==> src/rtl/imem_loader_pkg.sv <==
// Shared types and constants for the instruction-memory program loader.
package imem_loader_pkg;

  typedef enum logic [2:0] {
    ST_IDLE,
    ST_LEN_HI,
    ST_LEN_LO,
    ST_DATA,
    ST_WRITE,
    ST_CSUM,
    ST_DONE,
    ST_ERR
  } state_t;

  localparam int CNT_W = 16;

  localparam logic [1:0] LANE_FIRST = 2'd0;
  localparam logic [1:0] LANE_LAST  = 2'd3;

  function automatic logic is_ready_state(state_t s);
    return (s == ST_LEN_HI) || (s == ST_LEN_LO) || (s == ST_DATA) || (s == ST_CSUM);
  endfunction

  function automatic logic is_rest_state(state_t s);
    return (s == ST_IDLE) || (s == ST_DONE) || (s == ST_ERR);
  endfunction

endpackage

==> src/rtl/imem_word_assembler.sv <==
// Packs big-endian bytes into 32-bit words and keeps the running XOR checksum.
module imem_word_assembler
  import imem_loader_pkg::*;
(
  input  logic        clk,
  input  logic        rst,
  input  logic        clear_i,
  input  logic        byte_en_i,
  input  logic [7:0]  byte_i,
  output logic [31:0] word_o,
  output logic        word_ready_o,
  output logic [7:0]  csum_o
);

  logic [23:0] shift_q;
  logic [1:0]  lane_q;
  logic [7:0]  csum_q;

  always_ff @(posedge clk) begin
    if (!rst || clear_i) begin
      shift_q <= '0;
      lane_q  <= LANE_FIRST;
      csum_q  <= '0;
    end else if (byte_en_i) begin
      shift_q <= {shift_q[15:0], byte_i};
      lane_q  <= lane_q + 2'd1;
      csum_q  <= csum_q ^ byte_i;
    end
  end

  // The word is complete in the same cycle its last byte is on the bus.
  assign word_o       = {shift_q, byte_i};
  assign word_ready_o = byte_en_i && (lane_q == LANE_LAST);
  assign csum_o       = csum_q;

endmodule

==> src/rtl/imem_loader.sv <==
// Framed byte-stream loader for instruction memory; holds the CPU in reset
// until an image with a matching XOR checksum has been written.
module imem_loader
  import imem_loader_pkg::*;
#(
  parameter int          DEPTH     = 64,
  parameter logic [31:0] BASE_ADDR = 32'h0000_0000
) (
  input  logic             clk,
  input  logic             rst,
  input  logic             start,
  input  logic             s_valid,
  input  logic [7:0]       s_data,
  output logic             s_ready,
  output logic             imem_we,
  output logic [31:0]      imem_addr,
  output logic [31:0]      imem_wdata,
  output logic             cpu_rst_n,
  output logic             busy,
  output logic             done,
  output logic             error,
  output logic [CNT_W-1:0] words_loaded
);

  state_t             state_q, state_d;
  logic [CNT_W-1:0]   count_q;
  logic [CNT_W-1:0]   words_q;
  logic [CNT_W-1:0]   len_rx;
  logic               s_ready_q, imem_we_q, cpu_rst_n_q, busy_q, done_q, error_q;
  logic [31:0]        addr_q, wdata_q;
  logic               accept, load_start, data_byte;
  logic [31:0]        asm_word;
  logic               asm_word_ready;
  logic [7:0]         asm_csum;

  assign accept     = s_valid && s_ready_q;
  assign load_start = start && is_rest_state(state_q);
  assign data_byte  = accept && (state_q == ST_DATA);
  assign len_rx     = {count_q[15:8], s_data};

  imem_word_assembler u_asm (
    .clk          (clk),
    .rst          (rst),
    .clear_i      (load_start),
    .byte_en_i    (data_byte),
    .byte_i       (s_data),
    .word_o       (asm_word),
    .word_ready_o (asm_word_ready),
    .csum_o       (asm_csum)
  );

  always_comb begin
    state_d = state_q;
    case (state_q)
      ST_IDLE, ST_DONE, ST_ERR: if (start) state_d = ST_LEN_HI;
      ST_LEN_HI: if (accept) state_d = ST_LEN_LO;
      ST_LEN_LO: begin
        if (accept) begin
          if (len_rx > 16'(DEPTH))  state_d = ST_ERR;
          else if (len_rx == '0)    state_d = ST_CSUM;
          else                      state_d = ST_DATA;
        end
      end
      ST_DATA:  if (asm_word_ready) state_d = ST_WRITE;
      ST_WRITE: state_d = ((words_q + 16'd1) == count_q) ? ST_CSUM : ST_DATA;
      ST_CSUM:  if (accept) state_d = (s_data == asm_csum) ? ST_DONE : ST_ERR;
      default:  state_d = ST_IDLE;
    endcase
  end

  // Outputs are registered from the next state so they line up with state_q.
  always_ff @(posedge clk) begin
    if (!rst) begin
      state_q     <= ST_IDLE;
      count_q     <= '0;
      words_q     <= '0;
      s_ready_q   <= 1'b0;
      imem_we_q   <= 1'b0;
      cpu_rst_n_q <= 1'b0;
      busy_q      <= 1'b0;
      done_q      <= 1'b0;
      error_q     <= 1'b0;
      addr_q      <= '0;
      wdata_q     <= '0;
    end else begin
      state_q     <= state_d;
      s_ready_q   <= is_ready_state(state_d);
      busy_q      <= !is_rest_state(state_d);
      done_q      <= (state_d == ST_DONE);
      error_q     <= (state_d == ST_ERR);
      cpu_rst_n_q <= (state_d == ST_DONE);
      imem_we_q   <= (state_d == ST_WRITE);

      if (load_start) begin
        count_q <= '0;
        words_q <= '0;
      end
      if (accept && state_q == ST_LEN_HI) count_q[15:8] <= s_data;
      if (accept && state_q == ST_LEN_LO) count_q[7:0]  <= s_data;

      if (state_q == ST_DATA && state_d == ST_WRITE) begin
        addr_q  <= BASE_ADDR + 32'({words_q, 2'b00});
        wdata_q <= asm_word;
      end
      if (state_q == ST_WRITE) words_q <= words_q + 16'd1;
    end
  end

  assign s_ready      = s_ready_q;
  assign imem_we      = imem_we_q;
  assign imem_addr    = addr_q;
  assign imem_wdata   = wdata_q;
  assign cpu_rst_n    = cpu_rst_n_q;
  assign busy         = busy_q;
  assign done         = done_q;
  assign error        = error_q;
  assign words_loaded = words_q;

endmodule
==> config.mk <==
export PLATFORM = sky130hd
export DESIGN_NAME = imem_loader
export DESIGN_NICKNAME = d
export VERILOG_FILES = /design/src/rtl/imem_loader_pkg.sv /design/src/rtl/imem_word_assembler.sv /design/src/rtl/imem_loader.sv
export SDC_FILE = /design/constraint.sdc
export NUM_CORES = 1
export LEC_CHECK = 0
export CAP_MARGIN = 20
export CORE_UTILIZATION = 54
export CTS_BUF_LIST = sky130_fd_sc_hd__clkbuf_8
export CTS_CLUSTER_SIZE = 20
export DETAILED_ROUTE_END_ITERATION = 12
export GPL_TIMING_DRIVEN = 1
export PLACE_DENSITY = 0.92
export SYNTH_ARGS = -nofsm -noshare
export SYNTH_HDL_FRONTEND = slang
export SYNTH_SLANG_ARGS = --single-unit
==> constraint.sdc <==
create_clock -name clk -period 2.7 [get_ports clk]
set_clock_uncertainty 0.2 [all_clocks]
set_input_delay 0.405 -clock clk [delete_from_list [all_inputs] [get_ports clk]]
set_output_delay 0.405 -clock clk [all_outputs]
set_load 0.05 [all_outputs]
==> results.yml <==
finish:
  area_growth_pct: 24.97
  diodes: 0
  nets: 782
  finalNonFillerCells: 914
  drive_above_1_share_pct: 10.88
power_and_ir_drop:
  pwr-share-clk_pct: 40.8
  p_sw_mw: 1.047
  sw_frac_of_total_pct: 28.15
  power.leakage_nw: 2.300
  pwr-share-seq_pct: 49.6
  internal-power_mw: 2.673
  ir_drop_mv: 0.3462
  combPwrFrac_pct: 9.6
  pwr_density_cell_nw_per_um2: 546.0
sta:
  tightestPinTransition_ns: 0.6420
  rsz0062_at_grt: "false"
  setup_violations: 0
  fmax_mhz: 380.0
  slew_headroom_pct: 57.20
  setup_tns_ns: 0
  fin_ws_ns: 0.06817
  period_minus_slack_ns: 2.632
  finalMaxSlewViolations: 0
  min_period_over_period_pct: 97.48
  hold_violations: 0
synthesis:
  synthArstFlopShare_pct: 0
  synth_most_common_cell: "nand2_1"
  yosysSeqAreaShare_pct: 44.80
  syn_area_um2: 5451
  synth-edff-count: 0
  netlist.top_cell.by_area: "dfxtp_1"
  ys_types: 59
  syn_inst: 682
  ys_ff_latch: 122
  synth_top_area_share_pct: 44.80
  synth_area_leaders: "dfxtp_1 45%, nand2_1 11%, a21oi_1 9.2%"
  synth_ff_type: "dfxtp_1"
  synth.avg_cell_area_um2: 7.993
  synth_commonest_cells: "163 x nand2_1, 122 x dfxtp_1, 100 x a21oi_1, 49 x nor2_1, 28 x clkbuf_1"
  yosysWarnings: 0
placement:
  dp.cells: 882
  dp_slack_ns: 0.05436
  gp_congestion: 0.9376
  dp_hpwl_um: 10250
  port_buffers: 81
run:
  maxCapViolations: 0
worst_setup_path:
  arrival_ns: 2.03
  path_buf_inv: 1
  cp_max_fo: 12
  cp_top_family: "buffers and inverters"
  cpPeakStageDelay_ns: 0.91
  critical_path_class: "flop to output pin"
  cp-end-kind: "output pin"
  critPathLaunchType: "flop"
  worstPathRequired_ns: 2.10
  slowest_stage: "clkdlybuf4s50_1"
  worstPathCellList: "clkdlybuf4s50_1"
cts:
  clock_sinks: 122
  clock_latency_ns: 0.45
  ctsRootBufferMaster: "clkbuf_8"
  cts_hold_buf: 0
  clk_pin_slew_worst_paths_ns: 0.07
  cts_inserted_buffers: 17
  htree_levels: 4
  cts_tree: "built"
  cts_setup_buffers: 0
  cts_resized: 0
  cts_buffer_depth: 2
detailed_routing:
  vias_per_cell: 5.784
  first_pass_iters: 6
  vias: 5287
  wl_um: 14980
  drc: 0
  drt-initial-drc-count: 543
  post_drt_wl_per_cell_um: 16.39
  antenna_left: 0
global_route:
  grt_max_degree: 49
  antenna_found_initial: 0
  grt_first_pass_wirelength_um: 23850
  grtUsageTotal_pct: 29.68
  first_global_vias: 4867
  grt_overflow_total: 0
die:
  die_h_um: 102.5
  fp-row-count: 36
  fp.dieArea_um2: 10500
  initial_core_util_pct: 55.77
  io_pins: 98
  core-area_um2: 9774
  chipWidth_um: 102.5
hold_path:
  hp-class: "flop to flop"
outcome:
  outcome: "finished, final reports clean"
-- path summary, 6_finish.rpt --
path	from	endpoint	slack, ns	depth (start not counted)
hold / removal	imem_addr[10]	imem_addr[10]	0.25	2
setup reg to reg	words_loaded[4]	state_q[1]	0.11	7
hold reg to reg	imem_addr[10]	imem_addr[10]	0.25	2
setup / recovery	words_loaded[9]	words_loaded[9]	0.07	1
-- layout make-up --
type | count | area [µm²]
fillers | 750 | 2962
multi-input cells | 502 | 2690
flip-flops and latches | 122 | 2444
clock buffers | 18 | 247.7
inverters | 10 | 37.54
well taps | 133 | 166.4
repair buffers | 115 | 1104
clock inverters | 14 | 123.9
-- worst register-to-register path, stage by stage, from the launching register on --
cell      delay [ns]
dfxtp_1         0.58
nand4_1         0.30
or4_1           0.46
a31oi_1         0.16
or3_1           0.15
nand4_1         0.15
o21ai_1         0.32
a211oi_2        0.13
-- sequential cells by signal, indices dropped and copies added, names as in the netlist, 2 cells and up --
register,cells
u_asm.csum_o,8
imem_wdata,32
u_asm.lane_q,2
imem_addr,16
count_q,16
u_asm.shift_q,24
state_q,3
words_loaded,16
-- layer usage --
| layer | GRT usage (%) | up-vias | wire length (µm) |
|---|---|---|---|
| met1 | 38.49 | 2459 | 6258 |
| met5 | 0 | - | 0 |
| li1 | - | 2476 | - |
| met2 | 47.08 | 304 | 7134 |
| met4 | 13.74 | 0 | 386 |
| met3 | 6.498 | 48 | 1198 |
-- cell usage in the layout (no fill, tap or decap), drive strengths merged, types with 3 or more instances in the layout --
cell / count
nand4: 11
clkinv: 7
clkinvlp: 3
a31oi: 4
and2: 5
a22oi: 18
clkdlybuf4s50: 81
o211ai: 3
nand3: 8
xor2: 12
clkbuf: 18
nand3b: 4
conb: 16
nor2: 49
a21oi: 100
a311oi: 3
buf: 34
nor4: 10
or3: 4
o311ai: 4
nor3: 14
and4: 4
xnor2: 25
nand2: 164
dfxtp: 122
o21ai: 18
inv: 13
-- power by group through the flow --
stage               registers [mW]  logic [mW]  clock network (mW)
floorplan                     1.89       0.239                   0
global placement              1.88       0.331                   0
detailed placement            1.89       0.343                   0
CTS                           1.84       0.350                1.51
global route                  1.85       0.380                1.59
finish                        1.85       0.357                1.52
-- stage by stage --
stage | area, µm² | hold WS (ns) | power, mW | utilization (%)
floorplan | 5509 | 0.2322 | 2.130 | -
global placement | 6441 | 0.2409 | 2.215 | 65.90
detailed placement | 6441 | 0.2463 | 2.229 | 65.90
CTS | 6813 | 0.2565 | 3.707 | 69.70
global route | 6813 | 0.2802 | 3.820 | 69.70
finish | 6813 | 0.2529 | 3.720 | 69.70
-- kinds of logic after synthesis --
family	after synthesis	share of synthesized area (%)
compound gates	161	17.37
xor+xnor	37	5.944
fa+ha+maj	2	0.4590
buf+inv	73	7.023
flops	122	44.80
mux	2	0.3672
other cells	1	0.06879
simple gates	284	23.96
No activity file was read; power rests on OpenSTA's default activity.
